## config.mk

```make
export PLATFORM = sky130hd
export DESIGN_NAME = port_change_logger
export DESIGN_NICKNAME = d
export VERILOG_FILES = /design/src/rtl/port_change_logger.sv
export SDC_FILE = /design/constraint.sdc
export NUM_CORES = 1
export LEC_CHECK = 0
export BUFFER_PORTS_ARGS = -buffer_cell sky130_fd_sc_hd__buf_2
export CORE_MARGIN = 5
export CORE_UTILIZATION = 60
export CTS_CLUSTER_SIZE = 30
export DETAILED_ROUTE_END_ITERATION = 10
export GPL_ROUTABILITY_DRIVEN = 1
export PLACE_DENSITY_LB_ADDON = 0.05
export SYNTH_ARGS = -nofsm -noshare
export SYNTH_HDL_FRONTEND = slang
export SYNTH_SLANG_ARGS = --single-unit
```

## constraint.sdc

```tcl
create_clock -name clk -period 2.6 [get_ports clk]
set_input_delay 0.52 -clock clk [delete_from_list [all_inputs] [get_ports clk]]
set_output_delay 0.52 -clock clk [all_outputs]
set_load 0.05 [all_outputs]
```

## src/rtl/port_change_logger.sv

```systemverilog
// port_change_logger: logs the post-reset value of sig_in and each later change as {value, timestamp} entries in a drainable FIFO.
module port_change_logger #(
  parameter int WIDTH = 2,
  parameter int TS_WIDTH = 16,
  parameter int DEPTH = 4
)(
  input  logic                         clk,
  input  logic                         rst,
  input  logic [WIDTH-1:0]             sig_in,
  output logic                         out_valid,
  input  logic                         out_ready,
  output logic [WIDTH-1:0]             out_value,
  output logic [TS_WIDTH-1:0]          out_time,
  output logic [$clog2(DEPTH+1)-1:0]   count,
  output logic                         overflow
);
  localparam int CW = $clog2(DEPTH+1);
  localparam int PW = $clog2(DEPTH);
  localparam logic [CW-1:0] FULL = CW'(DEPTH);
  typedef enum logic {INIT, RUN} state_t;
  state_t state, next_state;
  logic [TS_WIDTH-1:0] ts, hold_time;
  logic [WIDTH-1:0] prev, hold_value;
  logic [WIDTH-1:0] mem_value [DEPTH];
  logic [TS_WIDTH-1:0] mem_time [DEPTH];
  logic [PW-1:0] rd_ptr, wr_ptr;
  logic change, pop, push, drop;
  always_comb begin
    next_state = RUN;
    change = (state == INIT) || (sig_in !== prev);
  end
  assign out_valid = count != '0;
  assign pop = out_valid && out_ready;
  // a full FIFO still accepts a push when the head leaves on the same edge
  assign push = change && (count != FULL || pop);
  assign drop = change && !push;
  // when empty, show the last popped entry rather than a stale slot
  assign out_value = out_valid ? mem_value[rd_ptr] : hold_value;
  assign out_time = out_valid ? mem_time[rd_ptr] : hold_time;
  always_ff @(posedge clk) begin
    if (rst) begin
      state <= INIT;
      ts <= '0;
      prev <= '0;
      rd_ptr <= '0;
      wr_ptr <= '0;
      count <= '0;
      overflow <= 1'b0;
      hold_value <= '0;
      hold_time <= '0;
    end else begin
      state <= next_state;
      ts <= ts + TS_WIDTH'(1);
      prev <= sig_in;
      if (push) begin
        mem_value[wr_ptr] <= sig_in;
        mem_time[wr_ptr] <= ts;
        wr_ptr <= wr_ptr + PW'(1);
      end
      if (pop) begin
        hold_value <= mem_value[rd_ptr];
        hold_time <= mem_time[rd_ptr];
        rd_ptr <= rd_ptr + PW'(1);
      end
      count <= count + CW'(push) - CW'(pop);
      overflow <= overflow | drop;
    end
  end
endmodule

```

==> results of run 1 <==
metal layers:
metal | vias up | track usage (%) | wire (microns) | share of wire, %
met4 | 0 | 7.25 | 106 | 1.3
met2 | 56 | 30.4 | 4090 | 50
li1 | 1191 | - | - | -
met5 | - | 0 | 0 | 0
met3 | 11 | 5.80 | 397 | 4.8
met1 | 1246 | 24.3 | 3650 | 44
cell type report:
| type | count | area, sq um |
|---|---|---|
| Clock buffer | 19 | 422 |
| Multi-Input combinational cell | 151 | 1460 |
| Tap cell | 102 | 128 |
| Timing Repair Buffer | 40 | 385 |
| Inverter | 7 | 26.3 |
| Sequential cell | 119 | 3110 |
| Clock inverter | 13 | 159 |
| Fill cell | 491 | 2000 |
critical path, delay by kind of cell (launching register included):
family,cells,cell delay (ns)
muxes,2,0.82
buffers and inverters,2,0.33
DFF,1,0.36
stage by stage:
| stage | setup TNS [ns] | total power (uW) | std cells | utilization (%) |
|---|---|---|---|---|
| after floorplan | 0 | 4430 | 288 | - |
| after global placement | 0 | 4890 | 417 | 65.3 |
| after detailed placement | 0 | 4930 | 417 | 65.3 |
| after CTS | -0.00897 | 7350 | 450 | 73.4 |
| after global routing | -0.0569 | 7770 | 451 | 74.0 |
| final | 0 | 7430 | 451 | 74.0 |
cell families (layout without fill, tap and decap cells):
kind of cell	Yosys count	after routing	synth area share, %
flops	119	119	66.0
simple gates	65	65	7.24
mux	38	38	14.8
compound gates	22	22	4.15
xor+xnor	19	19	3.54
buf+inv	18	79	2.24
fa+ha+maj	7	7	2.02
power by group:
group	internal [uW]	leakage [uW]	switching, uW
combinational	1170	0.000730	1610
sequential	2270	0.00106	129
clock	1450	0.000266	799
Yosys cell counts, drive strengths merged:
| cell | n | area [sq um] |
|---|---|---|
| edfxtp | 72 | 2160 |
| dfxtp | 47 | 941 |
| nor2 | 25 | 113 |
| mux2 | 19 | 251 |
| a22o | 18 | 170 |
| mux4 | 18 | 435 |
| xnor2 | 17 | 149 |
| buf | 10 | 75.1 |
| nand2 | 8 | 32.5 |
| inv | 7 | 26.3 |
| nand3 | 7 | 35.0 |
| ha | 6 | 75.1 |
| nor2b | 6 | 37.5 |
| and2 | 5 | 33.8 |
| nor3 | 5 | 25.0 |
| nor4 | 3 | 18.8 |
| nand4 | 2 | 12.5 |
| or3 | 2 | 17.5 |
| xor2 | 2 | 17.5 |
| a21oi | 1 | 5.00 |
| a31oi | 1 | 6.26 |
| and3 | 1 | 6.26 |
| clkbuf | 1 | 3.75 |
| fa | 1 | 20.0 |
| mux2i | 1 | 10.0 |
| nor4b | 1 | 8.76 |
| o21ai | 1 | 5.00 |
| o2bb2ai | 1 | 8.76 |
worst min path at each step:
stage,from,endpoint,slack [ns],cells past startpoint
final,sig_in[0],mem_value[3][0],0.26,1
after floorplan,hold_time[1],hold_time[1],0.44,1
after detailed placement,hold_time[3],hold_time[3],0.45,1
after CTS,sig_in[0],mem_value[3][0],0.24,1
after global routing,sig_in[0],mem_value[3][0],0.26,1
after global placement,overflow,overflow,0.44,1
state kept, by name, summed over array words and instances (netlist names), named ones only:
signal	flops
count	3
hold_time	16
hold_value	2
mem_time	64
mem_value	8
overflow	1
prev	2
rd_ptr	2
state	1
ts	16
wr_ptr	2
timing repair:
| action | in CTS | in global routing |
|---|---|---|
| pin swaps | 1 | 0 |
| endpoints found under the hold margin | 0 | 0 |
| endpoints found under the setup margin | 18 | 17 |
| resized for setup | 23 | 28 |
| buffers inserted | 1 | 1 |
| hold buffers | 0 | 0 |
==> flow_metrics.env, run 1 <==
export IMPL_wirelength_microns=8240
export IMPL_arrival_ns=2.02
export IMPL_setup_violations_final=0
export IMPL_clk_latency_ns=0.51
export IMPL_die_h_microns=98.5
export IMPL_peakVddDrop_mv=0.621
export IMPL_power_density_nw_per_um2=1310
export IMPL_syn_avg_cell_area_sq_um=16.3
export IMPL_first_iter_violations=99
export IMPL_stdcell_area_sq_um=5690
export IMPL_hold_class="in -> reg"
export IMPL_cts_root_buf="clkbuf_8"
export IMPL_die_w_microns=98.5
export IMPL_diodes=0
export IMPL_cts_made_buffers=17
export IMPL_grt_pass1_wl_microns=13800
export IMPL_postSynthCellCount=288
export IMPL_rows=32
export IMPL_post_route_min_period_ns=2.54
export IMPL_skew_ns=0.00673
export IMPL_ff2ff_path_depth=9
export IMPL_grt_ovfl_total=0
export IMPL_place_area_sq_um=5020
export IMPL_critPathCapture="out_time[15]"
export IMPL_core_area_sq_um=7690
export IMPL_yosysWarnings=0
export IMPL_holdWs_ns=0.257
export IMPL_post_route_period_util_pct=97.8
export IMPL_rsz0062_at_grt="yes"
export IMPL_final_common_cell="edfxtp_1"
export IMPL_max_stage_delay_ns=0.54
export IMPL_drive_gt1_share_pct=35.2
export IMPL_h_tree_depth=4
export IMPL_cts_sinks=119
export IMPL_fin_nets=348
export IMPL_synth_fp_nets=300
export IMPL_synth_cell_type_count=39
export IMPL_grt_pass1_vias=2581
export IMPL_synth_area_sq_um=4700
export IMPL_synth_seq_cells=119
export IMPL_via_count=2504
export IMPL_clock_fmax_ghz=0.393
export IMPL_status="completed"
export IMPL_place_ws_ns=0.213
export IMPL_grt_usage_pct=18.9
export IMPL_antenna_found_initial=0
export IMPL_criticalPathCategory="reg -> out"
export IMPL_critPathLaunchType="flip-flop"
export IMPL_start_util_pct=61.2
export IMPL_grt_max_degree=31
export IMPL_slew_viol_final=0
export IMPL_r2r_slack_ns=0.41
export IMPL_avgRoutedWirePerCell_microns=18.3
export IMPL_hold_viol_final=0
export IMPL_synthToLayoutAreaGrowth_pct=21.0
export IMPL_seq_area_frac_synth_pct=66.0
export IMPL_endpoint_kind="primary output"
export IMPL_timing_rr_start="count[2]"
export IMPL_cts_clk_slew_worst_paths_ns=0.05
export IMPL_p_leak_uw=0.00206
export IMPL_num_io_pins=28
export IMPL_most_common_layout_cells="edfxtp_1 (72), dfxtp_1 (46), nor2_1 (23), mux4_2 (18), xnor2_1 (17)"
export IMPL_place_congestion=0.689
export IMPL_crit_path_top_delay_cell="mux4_2"
export IMPL_first_pass_iters=4
export IMPL_required_ns=2.08
export IMPL_cts_tree="built"
export IMPL_antenna_left=0
export IMPL_dieArea_sq_um=9710
export IMPL_slew_headroom_pct=73.9
export IMPL_path_cells="buf_8, mux4_2, mux2_2, buf_4"
export IMPL_max_cap_violations=0
export IMPL_drc=0
export IMPL_critPathMaxFanout=7
export IMPL_r2r_end="count[2]"
export IMPL_vias_per_cell=5.55
export IMPL_fin_ws_ns=0.0561
export IMPL_clockBufferDepth=2
export IMPL_worst_slew_pin_slew_ns=0.390
export IMPL_dpl_hpwl_microns=4900
export IMPL_io_buffers=27
Power figures use the tool's default switching activity.
==> inputs of run 2 (changes only) <==
==> constraint.sdc (replaced) <==
create_clock -name clk -period 2.65 [get_ports clk]
set_input_delay 0.53 -clock clk [delete_from_list [all_inputs] [get_ports clk]]
set_output_delay 0.53 -clock clk [all_outputs]
set_load 0.05 [all_outputs]
==> flow_metrics.env, run 2 (synthesis results as in run 1) <==
export IMPL_drc=0
export IMPL_grt_pass1_vias=2605
export IMPL_peakVddDrop_mv=0.672
export IMPL_synthToLayoutAreaGrowth_pct=21.6
export IMPL_first_pass_iters=4
export IMPL_drive_gt1_share_pct=33.9
export IMPL_post_route_period_util_pct=97.7
export IMPL_required_ns=2.12
export IMPL_num_io_pins=28
export IMPL_max_cap_violations=0
export IMPL_antenna_found_initial=0
export IMPL_start_util_pct=61.2
export IMPL_avgRoutedWirePerCell_microns=18.3
export IMPL_fin_ws_ns=0.0610
export IMPL_critPathMaxFanout=7
export IMPL_grt_usage_pct=18.6
export IMPL_first_iter_violations=142
export IMPL_fin_nets=347
export IMPL_rows=32
export IMPL_h_tree_depth=4
export IMPL_io_buffers=27
export IMPL_grt_max_degree=31
export IMPL_arrival_ns=2.06
export IMPL_max_stage_delay_ns=0.57
export IMPL_antenna_left=0
export IMPL_wirelength_microns=8250
export IMPL_cts_sinks=119
export IMPL_clk_latency_ns=0.52
export IMPL_largest_register="mem_time"
export IMPL_power_density_nw_per_um2=1310
export IMPL_place_ws_ns=0.228
export IMPL_worst_slew_pin_slew_ns=0.380
export IMPL_vias_per_cell=5.60
export IMPL_dpl_hpwl_microns=4850
export IMPL_slew_headroom_pct=74.4
export IMPL_clock_fmax_ghz=0.386
export IMPL_critPathLaunchType="flip-flop"
export IMPL_crit_path_top_delay_cell="mux4_1"
export IMPL_die_h_microns=98.5
export IMPL_largest_reg_flops=64
export IMPL_hold_viol_final=0
export IMPL_place_congestion=0.690
export IMPL_crit_buf_inv=2
export IMPL_final_common_cell="edfxtp_1"
export IMPL_cts_made_buffers=17
export IMPL_via_count=2519
export IMPL_clockBufferDepth=2
export IMPL_endpoint_kind="primary output"
export IMPL_slew_viol_final=0
export IMPL_skew_ns=0.00994
export IMPL_grt_pass1_wl_microns=13500
export IMPL_cts_root_buf="clkbuf_8"
export IMPL_rsz0062_at_grt="yes"
export IMPL_diodes=0
export IMPL_post_route_min_period_ns=2.59
export IMPL_status="completed"
export IMPL_setup_violations_final=0
export IMPL_place_area_sq_um=4990
export IMPL_most_common_layout_cells="edfxtp_1 (72), dfxtp_1 (46), nor2_1 (23), buf_2 (18), xnor2_1 (17)"
export IMPL_core_area_sq_um=7690
export IMPL_biggestRegsByFlops="mem_time (64), hold_time (16), ts (16)"
export IMPL_grt_ovfl_total=0
export IMPL_hold_class="in -> reg"
export IMPL_cts_clk_slew_worst_paths_ns=0.06
export IMPL_cts_tree="built"
export IMPL_p_leak_uw=0.00211
export IMPL_dieArea_sq_um=9710
export IMPL_criticalPathCategory="reg -> out"
export IMPL_die_w_microns=98.5
export IMPL_critPathTopFamily="multiplexers"
export IMPL_stdcell_area_sq_um=5720
export IMPL_path_cells="buf_8, mux4_1, mux2_2, buf_4"
[run 2: changes by cell type in the layout (fill, tap and decap cells not counted), sizes merged]
cell      change
bufinv        +4
clkinvlp      -4
buf           -2
inv           +1
[run 2: final timing paths]
kind / startpoint / to / slack [ns] / depth (start not counted)
worst max register to register: count[2] / count[2] / 0.47 / 9
worst min register to register: overflow / overflow / 0.47 / 1
worst max-delay path: flip-flop / out_value[0] / 0.06 / 4
worst min-delay path: sig_in[0] / mem_value[1][0] / 0.26 / 1
[run 2: worst register-to-register path: stages (launching register included)]
cell     delay, ns
dfxtp_1       0.34
or3_4         0.42
and2_4        0.20
nand2_1       0.11
nand2_1       0.07
ha_1          0.19
fa_1          0.38
xnor2_1       0.18
xnor2_1       0.14
nor2_1        0.05
[run 2: layer usage]
layer	part of all wire [%]	up-vias	global-route usage, %	wire length [microns]
met2	51	60	29.6	4200
li1	-	1189	-	-
met5	0	-	0	0
met3	5.0	4	7.50	413
met4	0.73	0	5.36	60
met1	43	1266	23.6	3570
[run 2: layout make-up]
| class | count | area, sq um |
|---|---|---|
| flip-flops and latches | 119 | 3110 |
| multi-input cells | 151 | 1480 |
| clock buffers | 18 | 428 |
| fillers | 488 | 1970 |
| well taps | 102 | 128 |
| inverters | 7 | 26.3 |
| repair buffers | 39 | 297 |
| clock inverters | 14 | 251 |
[run 2: where the power goes]
part | internal [uW] | leakage (uW) | switching [uW] | total, uW
combinational | 993 | 0.000720 | 1530 | 2520
clock | 1830 | 0.000326 | 788 | 2620
sequential | 2230 | 0.00106 | 124 | 2350
[run 2: timing repair]
| item | in CTS | in global routing |
|---|---|---|
| hold buffers | 0 | 0 |
| setup endpoints to repair | 17 | 15 |
| buffers inserted | 0 | 1 |
| resized for setup | 10 | 18 |
| pin swaps | 0 | 1 |
[run 2: metrics by stage]
stage	setup TNS (ns)	power, uW	cells	util (%)	hold WS, ns
3_3_place_gp	0	4770	417	65.0	0.441
6_report	0	7490	450	74.3	0.262
5_1_grt	-0.0236	7810	450	74.3	0.259
3_5_place_dp	0	4800	417	65.0	0.457
4_1_cts	0	7490	449	74.0	0.245
2_1_floorplan	0	4350	288	-	0.438
